### config.mk
export PLATFORM = sky130hd
export DESIGN_NAME = job_arbiter_flat
export DESIGN_NICKNAME = d
export VERILOG_FILES = /design/src/rtl/arb_pkg.sv /design/src/rtl/job_arbiter_if.sv /design/src/rtl/job_arbiter_rr_picker.sv /design/src/rtl/job_arbiter.sv /design/src/flat_wrapper.sv
export SDC_FILE = /design/constraint.sdc
export NUM_CORES = 1
export LEC_CHECK = 0
export CAP_MARGIN = 25
export CORE_ASPECT_RATIO = 0.7
export CORE_MARGIN = 3
export CORE_UTILIZATION = 28
export DETAILED_ROUTE_END_ITERATION = 12
export PLACE_DENSITY = 0.51
export SYNTH_ARGS = -nofsm -noshare
export SYNTH_HDL_FRONTEND = slang
export SYNTH_HIERARCHICAL = 1
export SYNTH_SLANG_ARGS = --single-unit
### constraint.sdc
create_clock -name clk -period 6.4 [get_ports clk]
set_input_delay 1.92 -clock clk [delete_from_list [all_inputs] [get_ports clk]]
set_output_delay 1.92 -clock clk [all_outputs]
set_load 0.05 [all_outputs]
### src/rtl/arb_pkg.sv
// Shared definitions for the job_arbiter slice: FSM state encoding, index-width
// helper and the default watchdog limit.
package arb_pkg;

  typedef enum logic [2:0] {
    ST_IDLE,
    ST_GRANT,
    ST_START,
    ST_WAIT,
    ST_RELEASE
  } arb_state_t;

  localparam int TIMEOUT_DEFAULT = 64;

  function automatic int idx_w(input int n);
    return (n > 1) ? $clog2(n) : 1;
  endfunction

endpackage

### src/rtl/job_arbiter_if.sv
// Requester / datapath-controller bundle seen by job_arbiter.
// master = requesters and controller side, slave = the arbiter itself.
interface job_arbiter_if #(
  parameter int NREQ = 4
);
  import arb_pkg::*;

  localparam int IW = idx_w(NREQ);

  logic [NREQ-1:0] req;
  logic [NREQ-1:0] gnt;
  logic [IW-1:0]   owner;
  logic            start_out;
  logic            ctl_done;
  logic [NREQ-1:0] done_out;
  logic            busy;
  logic            err;

  modport master (
    output req, ctl_done,
    input  gnt, owner, start_out, done_out, busy, err
  );

  modport slave (
    input  req, ctl_done,
    output gnt, owner, start_out, done_out, busy, err
  );

endinterface

### src/rtl/job_arbiter_rr_picker.sv
// Combinational round-robin picker: lowest set req bit at or after ptr,
// wrapping modulo NREQ.
module rr_picker
  import arb_pkg::*;
#(
  parameter int NREQ = 4,
  localparam int IW  = idx_w(NREQ)
) (
  input  logic [NREQ-1:0] req,
  input  logic [IW-1:0]   ptr,
  output logic            valid,
  output logic [IW-1:0]   winner
);

  logic [IW:0] off;
  logic [IW:0] best;

  always_comb begin
    valid  = 1'b0;
    winner = '0;
    off    = '0;
    best   = '0;
    for (int j = 0; j < NREQ; j++) begin
      // distance from ptr to j going upward, modulo NREQ
      off = (IW+1)'(j) - {1'b0, ptr};
      if ((IW+1)'(j) < {1'b0, ptr}) off = off + (IW+1)'(NREQ);
      if (req[j] && (!valid || off < best)) begin
        valid  = 1'b1;
        winner = IW'(j);
        best   = off;
      end
    end
  end

endmodule

### src/rtl/job_arbiter.sv
// Round-robin arbiter/sequencer sharing one iterative datapath among NREQ requesters.
// Optional watchdog in WAIT compiled in with ARB_WATCHDOG_EN.
module job_arbiter
  import arb_pkg::*;
#(
  parameter int NREQ    = 4,
  parameter int TIMEOUT = TIMEOUT_DEFAULT
) (
  input  logic         clk,
  input  logic         rst,
  job_arbiter_if.slave bus
);

  // state   | meaning
  // IDLE    | no job; arbitrate among pending req
  // GRANT   | owner latched, gnt up, operand mux settles
  // START   | start_out pulse to datapath controller
  // WAIT    | waiting for ctl_done (or watchdog)
  // RELEASE | done_out pulse to owner, ptr advances

  localparam int IW = idx_w(NREQ);

  arb_state_t      state, state_nxt;
  logic [IW-1:0]   ptr, ptr_nxt;
  logic [IW-1:0]   owner, owner_nxt;
  logic [NREQ-1:0] gnt_q, gnt_nxt;
  logic [NREQ-1:0] done_q, done_nxt;
  logic            start_q, start_nxt;
  logic            busy_q, busy_nxt;
  logic            err_q, err_nxt;
  logic            pick_vld;
  logic [IW-1:0]   pick_idx;
  logic            timeout_hit;

  rr_picker #(.NREQ(NREQ)) u_picker (
    .req    (bus.req),
    .ptr    (ptr),
    .valid  (pick_vld),
    .winner (pick_idx)
  );

`ifdef ARB_WATCHDOG_EN
  localparam int CW = ($clog2(TIMEOUT) + 1 > 8) ? $clog2(TIMEOUT) + 1 : 8;
  logic [CW-1:0] wd_cnt;

  // held at zero outside WAIT so it starts from zero on every entry
  always_ff @(posedge clk or posedge rst) begin
    if (rst)                  wd_cnt <= '0;
    else if (state != ST_WAIT) wd_cnt <= '0;
    else                      wd_cnt <= wd_cnt + 1'b1;
  end

  assign timeout_hit = (state == ST_WAIT) && (wd_cnt == CW'(TIMEOUT - 1));
`else
  assign timeout_hit = 1'b0 && (TIMEOUT > 0);
`endif

  always_comb begin
    state_nxt = state;
    owner_nxt = owner;
    ptr_nxt   = ptr;
    unique case (state)
      ST_IDLE: begin
        if (pick_vld) begin
          state_nxt = ST_GRANT;
          owner_nxt = pick_idx;
        end
      end
      ST_GRANT:   state_nxt = ST_START;
      ST_START:   state_nxt = ST_WAIT;
      ST_WAIT:    if (bus.ctl_done || timeout_hit) state_nxt = ST_RELEASE;
      ST_RELEASE: begin
        state_nxt = ST_IDLE;
        ptr_nxt   = (owner == IW'(NREQ - 1)) ? '0 : owner + 1'b1;
      end
      default:    state_nxt = ST_IDLE;
    endcase

    gnt_nxt   = (state_nxt != ST_IDLE) ? (NREQ'(1) << owner_nxt) : '0;
    done_nxt  = (state_nxt == ST_RELEASE) ? (NREQ'(1) << owner_nxt) : '0;
    start_nxt = (state_nxt == ST_START);
    busy_nxt  = (state_nxt != ST_IDLE);
    // a done arriving together with the timeout is a normal completion
    err_nxt   = (state == ST_WAIT) && !bus.ctl_done && timeout_hit;
  end

  always_ff @(posedge clk or posedge rst) begin
    if (rst) begin
      state   <= ST_IDLE;
      ptr     <= '0;
      owner   <= '0;
      gnt_q   <= '0;
      done_q  <= '0;
      start_q <= 1'b0;
      busy_q  <= 1'b0;
      err_q   <= 1'b0;
    end else begin
      state   <= state_nxt;
      ptr     <= ptr_nxt;
      owner   <= owner_nxt;
      gnt_q   <= gnt_nxt;
      done_q  <= done_nxt;
      start_q <= start_nxt;
      busy_q  <= busy_nxt;
      err_q   <= err_nxt;
    end
  end

  assign bus.gnt       = gnt_q;
  assign bus.owner     = owner;
  assign bus.start_out = start_q;
  assign bus.done_out  = done_q;
  assign bus.busy      = busy_q;
  assign bus.err       = err_q;

endmodule
### src/flat_wrapper.sv
// flat-port wrapper written by rule: the top's interface ports become plain ports
module job_arbiter_flat import arb_pkg::*;
#(
  parameter int NREQ    = 4,
  parameter int TIMEOUT = TIMEOUT_DEFAULT
)
  (clk, rst, bus_req, bus_ctl_done, bus_gnt, bus_owner, bus_start_out, bus_done_out, bus_busy, bus_err);
  job_arbiter_if #(.NREQ(NREQ)) bus_i ();
  input  logic clk;
  input  logic rst;
  input wire logic [$bits(bus_i.req)-1:0] bus_req;
  input wire logic [$bits(bus_i.ctl_done)-1:0] bus_ctl_done;
  output wire logic [$bits(bus_i.gnt)-1:0] bus_gnt;
  output wire logic [$bits(bus_i.owner)-1:0] bus_owner;
  output wire logic [$bits(bus_i.start_out)-1:0] bus_start_out;
  output wire logic [$bits(bus_i.done_out)-1:0] bus_done_out;
  output wire logic [$bits(bus_i.busy)-1:0] bus_busy;
  output wire logic [$bits(bus_i.err)-1:0] bus_err;
  assign bus_i.req = bus_req;
  assign bus_i.ctl_done = bus_ctl_done;
  assign bus_gnt = bus_i.gnt;
  assign bus_owner = bus_i.owner;
  assign bus_start_out = bus_i.start_out;
  assign bus_done_out = bus_i.done_out;
  assign bus_busy = bus_i.busy;
  assign bus_err = bus_i.err;
  job_arbiter #(.NREQ(NREQ), .TIMEOUT(TIMEOUT)) u_core (.clk(clk), .rst(rst), .bus(bus_i));
endmodule
# Word level (Yosys, flattened, before mapping)
# Cells that the tools add are included.
# classes
addsub	8
order_cmp	6
n_eq_ne	7
shift	1
muxes	21
reduce_logical	11
# ops
cell	count
2-to-1 mux 3 bit	8
case mux 3 bit (4 select lines)	1
2-to-1 mux 2 bit	5
adder 3 bit, second input constant	3
equality test 3 x 2 -> 1 bit, second input constant	3
less-than comparator 3 bit	3
2-to-1 mux 4 bit	2
equality test 3 bit, second input constant	2
subtractor 1 x 2 -> 3 bit, first input constant	2
subtractor 2 x 2 -> 3 bit, first input constant	2
2-to-1 mux 1 bit	5
less-than comparator 1 x 2 -> 1 bit, first input constant	2
<< shifter 1 x 2 -> 4 bit, first input constant	1
equality test 3 x 1 -> 1 bit, second input constant	1
logical AND 1 bit	3
zero test 1 bit	3
zero test 3 bit	1
logical OR 1 bit	3
nonzero test 3 bit	1
adder 2 x 1 -> 2 bit, second input constant	1
equality test 2 bit, second input constant	1
less-than comparator 2 bit, first input constant	1
# totals
reg_bits	17
in_bits	7
out_inout_bits	13
word_cells	61

# Longest topological paths before layout
# Gate-level depths: netlist of the first run.
# depth
depth_word	20
mapped_depth	17

# By module
# Netlist of the first run, hierarchy kept.
# modules_own_cells
module	instances	cells_per_inst	area_each_um2	seq_area_each_um2
job_arbiter	1	61	726.9	425.4
rr_picker	1	28	177.7	0.0

# Least setup slack after synthesis of the first run
# OpenSTA, ideal clock, no wires.
# synth_timing
kind	input port to flip-flop
start	in bus_req[1]
end	reg u_core.gnt_q[2], in the netlist u_core/bus.gnt[2]
setup_time_ps	123
t_arrival_ps	4081
required_time_ps	6277
slack_ps	2196
path_stages	17
path_cell_list	nor3b_1 > o21ai_0 > o21ai_0 > inv_1 > ha_1 > o21a_1 > o22ai_1 > and2_4 > mux2i_1 > ha_1 > inv_1 > o21ai_0 > a31oi_1 > or2_1 > nor2b_1 > mux2i_1 > nor2_1
# synth_via
elab_chain_len	14
elab_cells_between_ends	24
# synth_rtl
item	line_no	source
start, declared	flat_wrapper.sv:11	input wire logic [$bits(bus_i.req)-1:0] bus_req;
logical AND 1 bit (*)	job_arbiter_rr_picker.sv:27	if (req[j] && (!valid || off < best)) begin
2-to-1 mux 3 bit or 2-to-1 mux 1 bit (tied branches)	job_arbiter_rr_picker.sv:27	
less-than comparator 3 bit or zero test 1 bit (tied branches)	job_arbiter_rr_picker.sv:27	
logical OR 1 bit	job_arbiter_rr_picker.sv:27	
logical AND 1 bit	job_arbiter_rr_picker.sv:27	
2-to-1 mux 3 bit or 2-to-1 mux 1 bit (tied branches)	job_arbiter_rr_picker.sv:27	
less-than comparator 3 bit or zero test 1 bit (tied branches)	job_arbiter_rr_picker.sv:27	
logical OR 1 bit	job_arbiter_rr_picker.sv:27	
logical AND 1 bit	job_arbiter_rr_picker.sv:27	
2-to-1 mux 2 bit (*)	job_arbiter_rr_picker.sv:27	
net u_core.pick_idx[1]	job_arbiter.sv:32	logic [IW-1:0] pick_idx;
2-to-1 mux 2 bit (*)	job_arbiter.sv:64	if (pick_vld) begin
2-to-1 mux 2 bit (*)	job_arbiter.sv:62	unique case (state)
<< shifter 1 x 2 -> 4 bit (*)	job_arbiter.sv:79	gnt_nxt = (state_nxt != ST_IDLE) ? (NREQ'(1) << owner_nxt) : '0;
2-to-1 mux 4 bit (*)	job_arbiter.sv:79	
net u_core.gnt_nxt[2]	job_arbiter.sv:26	logic [NREQ-1:0] gnt_q, gnt_nxt;
end signal, assigned	job_arbiter.sv:101	gnt_q <= gnt_nxt;
end, declared	job_arbiter.sv:26	
# Mark *: on every way through the listed nets, which the timed path passes. The rest lies on a longest branch.
# A chain may end at the register's enable or synchronous reset.

# Worst setup path in the final report of the first run
# Ends and elaborated chain as after synthesis.

==> results of run 1 <==
power breakdown:
| group | total (uW) | internal, uW | switching [uW] |
|---|---|---|---|
| clock network | 77.1 | 44.1 | 33.0 |
| registers | 195 | 148 | 47.2 |
| logic | 350 | 151 | 199 |
| total | 622 | 343 | 279 |
kinds of logic after synthesis:
kind of cell / synth area share (%)
multiplexers: 11.06
buffers and inverters: 4.980
AND/OR/NAND/NOR: 23.37
adder cells (fa/ha/maj): 4.150
flip-flops: 47.03
XOR/XNOR: 0.9684
other: 0.4145
AO/OA/AOI/OAI: 8.021
state kept, by name, summed over array words and instances, names as in the netlist:
name,count
u_core/bus.done_out,4
u_core/bus.gnt,4
u_core/state,3
u_core/bus.owner,2
u_core/ptr,2
u_core/bus.busy,1
u_core/bus.start_out,1
metal layers:
metal / track usage [%] / vias to the layer above / wire, microns
met2: 13.24 / 12 / 639
met4: 1.807 / 0 / 18
met5: 0 / - / 0
met3: 4.478 / 2 / 81
li1: - / 339 / -
met1: 13.57 / 281 / 859
path summary, 6_finish.rpt:
path                                 start                end  slack [ns]  cells past startpoint
min reg2reg                u_core/state[2]    u_core/state[0]        0.59                      1
max reg2reg                  u_core/ptr[0]  u_core/bus.gnt[2]        3.38                     17
min                        u_core/state[2]    u_core/state[0]        0.59                      1
min in group asynchronous              rst    u_core/state[2]        2.07                      2
max                             bus_req[1]  u_core/bus.gnt[2]        1.64                     18
max in group asynchronous              rst  u_core/bus.gnt[2]        3.90                      2
Yosys cell counts:
cell type	n	area [sq um]
buf_6	1	11.26
nand3_1	1	5.000
o21a_1	1	7.510
mux2_4	1	15.01
nand2b_1	2	12.51
o21bai_1	2	15.01
or2_1	1	6.260
nand4b_1	1	8.760
nor2_1	12	45.04
and2_4	1	8.760
o21ai_0	4	20.02
conb_1	1	3.750
nand2_1	5	18.77
and3_2	1	7.510
dfrtp_1	17	425.4
mux2i_1	4	40.04
o22ai_1	2	12.51
mux2_2	4	45.04
ha_1	3	37.54
nor4b_4	1	23.77
inv_1	7	26.28
nor2b_1	5	31.28
nor3_1	3	15.01
or2b_1	1	7.510
xnor2_1	1	8.760
nor3b_1	2	15.01
buf_4	1	7.510
a21oi_1	1	5.000
or2_2	1	6.260
a31oi_1	2	12.51
cell type report:
class,instances,area [sq um]
Clock buffer,4,45.04
Fill cell,292,1787
Inverter,7,26.28
Multi-Input combinational cell,63,434.2
Sequential cell,17,425.4
Tap cell,36,45.04
Timing Repair Buffer,18,180.2
through the flow:
stage / std cells / setup slack [ns]
floorplan: 89 / 2.196
global placement: 141 / 1.378
detailed placement: 141 / 1.365
CTS: 145 / 1.618
global route: 145 / 1.324
finish: 145 / 1.637
==> impl_metrics.ini, run 1 <==
[critical_path]
crit_path_end_kind = flip-flop
critPathBufInv = 3
crit_chain = clkdlybuf4s50_1 > nor3b_1 > o21ai_0 > o21ai_0 > inv_1 > ha_1 > o21a_1 > o22ai_1 > and2_4 > mux2i_1 > ha_1 > inv_1 > o21ai_0 > a31oi_1 > or2_1 > nor2b_1 > mux2i_1 > nor2_1
cp_slowest_cell = clkdlybuf4s50_1
critical_path_class = in -> reg
critPathMaxStageDelay_ns = 0.51
worstPathRequired_ns = 6.53
crit_fanout = 7
path_common_cell = o21ai_0
cp-start-kind = input pin
arrival_ns = 4.89
crit_family = simple AND/OR/NAND/NOR gates

[sta]
whs_ns = 0.5914
slew_viol_final = 0
final-setup-viol-count = 0
finalCritPeriodShare_pct = 74.43
slew_headroom_pct = 55.22
rsz0062_at_grt = false
fin_crit_ns = 4.763
finalHoldViolCount = 0
clock-skew-final_ns = 0.002540
setup-tns-final_ns = 0
fmaxAchievable_ghz = 0.2099
tightestPinTransition_ns = 0.6710

[clock_tree]
cts_inserted_buffers = 3
path_clk_slew_ns = 0.06
cts_tree = yes
ctsHtreeMaxLevel = 1
cts_root_buffer = clkbuf_8
clock_path_buffers = 2
postCtsSetupBuffers = 0
numClockSinks = 17
holdBufCountCts = 0
clk_latency_ns = 0.25
cts-resized-gates = 0

[synthesis]
syn-mean-instance-area_sq_um = 10.16
ys_seq_area_share_pct = 47.03
syn_nets = 99
synthesis.yosys.warnings = 6
synth.distinct_cells = 30
yosys_register_bits = 17
syn-instance-count = 89
synth_area_sq_um = 904.6

[cells_and_area]
antenna_cells = 0
drive_gt1_share_pct = 11.01
design_area_sq_um = 1156
final_core_util_pct = 39.29
num-nets-final = 120
layout_commonest_cell = clkdlybuf4s50_1
layout_common_cells = 18 x clkdlybuf4s50_1, 17 x dfrtp_1, 12 x nor2_1
syn_to_final_growth_pct = 27.80

[global_route]
grt.total_usage_pct = 9.571
grt_pass1_vias = 631
grt_max_degree = 18
grt_overflow = 0
grt_pass1_wl_microns = 2842
antenna_found_initial = 0

[floorplanning]
io_pins = 20
die_area_sq_um = 3960
die_h_microns = 53.56
fp-row-count = 16
initial_core_util_pct = 30.74
coreArea_sq_um = 2943
die_x_microns = 73.94

[place]
dp_hpwl_microns = 1223
port_buffers = 18
place_area_sq_um = 1111
place_congestion = 0.6708

[route]
drtPass1Iterations = 2
dr.first_iter.drc_count = 31
ant_nets = 0
wl_microns = 1599
vias_per_cell = 4.372
drt-wirelength-per-cell_microns = 11.03
dr_total_vias = 634
drcViolationCount = 0

[power]
totalPowerFinal_uw = 622.3
leakagePower_uw = 0.0005049
p_per_area_nw_per_um2 = 538.2
peakVddDrop_uv = 217.7

[job]
max-cap-violations = 0

[run_status]
status = finished clean

[min_path]
hold_class = reg -> reg
Power figures use the tool's default switching activity.
==> inputs of run 2 (changes only) <==
Clock period 6.4 ns to 4.6 ns, I/O delays scaled along.
==> run 2 against run 1 <==
  * Global-route usage fell by 0.12 points
  * Register-to-register slack worse by 1.9 ns
  * Sequential share of layout area is 0.24 points lower
  * Non-clock buffer count grew 1
  * Sequential cell count unchanged
  * Final cell count grew 0.69%
==> impl_metrics.ini, run 2 (same netlist as run 1, synthesis figures left out) <==
[floorplanning]
coreArea_sq_um = 2943
die_x_microns = 73.94
die_h_microns = 53.56
io_pins = 20
initial_core_util_pct = 30.74
fp-row-count = 16
die_area_sq_um = 3960

[clock_tree]
clk_latency_ns = 0.25
cts-resized-gates = 0
cts_inserted_buffers = 3
cts_tree = yes
holdBufCountCts = 0
cts_root_buffer = clkbuf_8
path_clk_slew_ns = 0.06
clock_path_buffers = 2
ctsHtreeMaxLevel = 1
postCtsSetupBuffers = 0
numClockSinks = 17

[critical_path]
worstPathRequired_ns = 4.73
crit_fanout = 5
critical_path_class = in -> reg
arrival_ns = 4.31
cp-start-kind = input pin
crit_path_end_kind = flip-flop

[sta]
finalHoldViolCount = 0
tightestPinTransition_ns = 0.6357
rsz0062_at_grt = false
clock-skew-final_ns = 0.002743
slew_headroom_pct = 57.57
setup-tns-final_ns = 0
slew_viol_final = 0
final-setup-viol-count = 0
finalCritPeriodShare_pct = 90.85
fmaxAchievable_ghz = 0.2393
fin_crit_ns = 4.179
setup_slack_ns = 0.4209

[cells_and_area]
antenna_cells = 0
drive_gt1_share_pct = 11.82
num-nets-final = 121
design_area_sq_um = 1164
layout_common_cells = 18 x clkdlybuf4s50_1, 17 x dfrtp_1, 12 x nor2_1
layout_commonest_cell = clkdlybuf4s50_1
final_core_util_pct = 39.54
syn_to_final_growth_pct = 28.63

[power]
leakagePower_uw = 0.0005097
peakVddDrop_uv = 350.3
p_per_area_nw_per_um2 = 750.9
totalPowerFinal_uw = 873.7

[route]
drcViolationCount = 0
ant_nets = 0
dr_total_vias = 668
drt-wirelength-per-cell_microns = 11.19
vias_per_cell = 4.575
wl_microns = 1634
drtPass1Iterations = 4
dr.first_iter.drc_count = 29

[global_route]
grt_overflow = 0
grt_max_degree = 18
grt_pass1_wl_microns = 2773
grt_pass1_vias = 633
grt.total_usage_pct = 9.455
antenna_found_initial = 0

[place]
place_congestion = 0.6960
dp_slack_ns = 0.1853
port_buffers = 18
dp_hpwl_microns = 1271
place_area_sq_um = 1119

[run_status]
status = finished clean

[job]
max-cap-violations = 0

[min_path]
hold_class = reg -> reg
-- run 2: changes by cell type in the layout (fill, tap and decap cells not counted) --
cell	previous run	this run
buf_4	0	1
-- run 2: critical path: stages --
cell and delay (ns):
clkdlybuf4s50_1 0.44, nor3b_1 0.20, o21ai_0 0.09, o21ai_0 0.12, inv_1 0.07, ha_1 0.21
o21a_1 0.17, o22ai_1 0.12, and2_4 0.18, mux2i_1 0.18, ha_1 0.15, inv_1 0.03
o21ai_0 0.17, a31oi_1 0.07, or2_1 0.29, nor2b_1 0.16, mux2i_1 0.21, nor2_1 0.08
-- run 2: power breakdown --
group | internal [uW] | leakage, uW | switching, uW | total [uW]
clock | 61.4 | 0.0000228 | 47.7 | 109
sequential | 206 | 0.000215 | 65.6 | 272
combinational | 211 | 0.000272 | 282 | 493
total | 478 | 0.000510 | 396 | 874
-- run 2: path summary, 6_finish.rpt --
kind / startpoint / end / slack (ns) / depth (start not counted)
worst min-delay path: u_core/state[2] / u_core/state[0] / 0.58 / 1
max in group asynchronous: rst / u_core/bus.owner[0] / 2.68 / 2
worst max register to register: u_core/ptr[0] / u_core/bus.gnt[2] / 1.51 / 17
worst max-delay path: bus_req[1] / u_core/bus.gnt[2] / 0.42 / 18
min in group asynchronous: rst / u_core/bus.busy / 1.51 / 2
worst min register to register: u_core/state[2] / u_core/state[0] / 0.58 / 1
-- run 2: final cells by class --
class | count | area, sq um
fillers | 287 | 1779
multi-input cells | 63 | 434.2
flip-flops and latches | 17 | 425.4
repair buffers | 19 | 187.7
clock buffers | 4 | 45.04
well taps | 36 | 45.04
inverters | 7 | 26.28
-- run 2: routing by layer --
metal	part of all wire [%]	track usage, %	vias to the layer above	routed length, microns
met2	43	13.82	16	708
met3	5.6	4.478	2	92
met4	1.1	2.711	0	18
met5	0	0	-	0
li1	-	-	339	-
met1	50	12.44	311	814
-- run 2: stage by stage --
stage,hold slack [ns],instances
after floorplan,0.5259,89
after global placement,0.5660,142
after detailed placement,0.5732,142
after CTS,0.5814,146
after global routing,0.6154,146
final,0.5757,146
==> inputs of run 3 (changes only) <==
Settings changed: CTS_BUF_LIST from default to sky130_fd_sc_hd__clkbuf_4.
==> run 3 against run 2 <==
  * Wire length shrank 2.7%
  * Clock-buffer cell count is the same
  * Sequential share of layout area is 0.48 points higher
  * Fmax rose by 1.7%
  * Critical path type unchanged
  * Total power down 3.3%
  * Highest routed layer unchanged
==> impl_metrics.ini, run 3 (same netlist as run 1, synthesis figures left out) <==
[critical_path]
cp_num_cells = 18
crit_family = simple AND/OR/NAND/NOR gates
cp_slowest_cell = clkdlybuf4s50_1
crit_chain = clkdlybuf4s50_1 > nor3b_1 > o21ai_0 > o21ai_0 > inv_1 > ha_1 > o21a_1 > o22ai_1 > and2_4 > mux2i_1 > ha_1 > inv_1 > o21ai_0 > a31oi_1 > or2_1 > nor2b_1 > mux2i_1 > nor2_1
cp-start-kind = input pin
critical_path_class = in -> reg
arrival_ns = 4.29
critPathBufInv = 3
crit_path_end_kind = flip-flop
worstPathRequired_ns = 4.78
crit_fanout = 5
rr_worst_depth = 17
critPathMaxStageDelay_ns = 0.44
path_common_cell = o21ai_0

[clock_tree]
cts_root_buffer = clkbuf_4
path_clk_slew_ns = 0.09
holdBufCountCts = 0
numClockSinks = 17
clock_path_buffers = 2
cts_inserted_buffers = 3
clk_latency_ns = 0.29
cts-resized-gates = 0
cts_tree = yes
postCtsSetupBuffers = 0
ctsHtreeMaxLevel = 1

[power]
p_per_area_nw_per_um2 = 735.5
peakVddDrop_uv = 362.7
leakagePower_uw = 0.0005054

[floorplanning]
die_x_microns = 73.94
coreArea_sq_um = 2943
io_pins = 20
initial_core_util_pct = 30.74
die_area_sq_um = 3960
fp-row-count = 16
die_h_microns = 53.56

[global_route]
antenna_found_initial = 0
grt_pass1_wl_microns = 2725
grt_max_degree = 18
grt_overflow = 0
grt.total_usage_pct = 9.175
grt_pass1_vias = 614

[route]
wl_microns = 1590
drtPass1Iterations = 4
dr_total_vias = 670
ant_nets = 0
drcViolationCount = 0
dr.first_iter.drc_count = 23
vias_per_cell = 4.589
drt-wirelength-per-cell_microns = 10.89

[sta]
slew_viol_final = 0
setup-tns-final_ns = 0
final-setup-viol-count = 0
slew_headroom_pct = 57.56
rsz0062_at_grt = false
clock-skew-final_ns = 0.006009
fmaxAchievable_ghz = 0.2435
finalCritPeriodShare_pct = 89.29
fin_crit_ns = 4.107
tightestPinTransition_ns = 0.6359
finalHoldViolCount = 0

[cells_and_area]
antenna_cells = 0
final_core_util_pct = 39.03
fin_cells = 146
num-nets-final = 121
layout_commonest_cell = clkdlybuf4s50_1
drive_gt1_share_pct = 12.73
syn_to_final_growth_pct = 26.97
layout_common_cells = 18 x clkdlybuf4s50_1, 17 x dfrtp_1, 12 x nor2_1

[min_path]
hold_class = reg -> reg
min_path_cells = 1

[place]
placedCellCount = 142
dp_hpwl_microns = 1271
place_congestion = 0.6960
port_buffers = 18

[run_status]
status = finished clean

[job]
max-cap-violations = 0
run 3: changes by cell type in the layout (fill, tap and decap cells not counted):
cell,delta
clkbuf_1,-1
clkbuf_4,+4
clkbuf_8,-3
run 3: where the power goes:
| group | internal, uW | total, uW | switching [uW] | leakage (uW) |
|---|---|---|---|---|
| registers | 206 | 271 | 65.2 | 0.000215 |
| clock network | 39.6 | 83.3 | 43.7 | 0.0000184 |
| logic | 211 | 491 | 280 | 0.000272 |
run 3: final cells by class:
cell class / instances / area [sq um]
Sequential cell: 17 / 425.4
Multi-Input combinational cell: 63 / 434.2
Tap cell: 36 / 45.04
Timing Repair Buffer: 19 / 187.7
Inverter: 7 / 26.28
Fill cell: 291 / 1794
Clock buffer: 4 / 30.03
run 3: final timing paths:
check	from	end	slack, ns
min	u_core/state[2]	u_core/state[0]	0.58
min in group asynchronous	rst	u_core/bus.busy	1.46
max	bus_req[1]	u_core/bus.gnt[2]	0.49
max in group asynchronous	rst	u_core/bus.owner[0]	2.72
max reg2reg	u_core/ptr[0]	u_core/bus.gnt[2]	1.54
min reg2reg	u_core/state[2]	u_core/state[0]	0.58
run 3: per-stage QoR:
step           worst slack, ns  hold slack, ns  instance area, sq um  power (uW)
2_1_floorplan           0.9361          0.5259                 904.6       645.6
3_3_place_gp            0.2306          0.5660                  1119       759.0
3_5_place_dp            0.1853          0.5732                  1119       767.7
4_1_cts                 0.4812          0.5861                  1149       855.2
5_1_grt                 0.1714          0.6204                  1149       909.6
6_report                0.4926          0.5809                  1149       844.8
run 3: metal layers:
layer  wire length (microns)  global-route usage, %  part of all wire, %
met5                       0                      0                    0
met4                      18                  2.711                  1.1
met3                     101                  3.918                  6.4
met2                     676                  13.24                   43
met1                     795                  12.44                   50
run 3: worst register-to-register path: cells and delay by family, from the launching register on:
| family | cells | cell delay, ns |
|---|---|---|
| buffers and inverters | 2 | 0.10 |
| DFF | 1 | 0.48 |
| AOI/OAI and AO/OA | 6 | 0.74 |
| and+or+nand+nor | 5 | 0.89 |
| muxes | 2 | 0.38 |
| adders and majority gates | 2 | 0.36 |
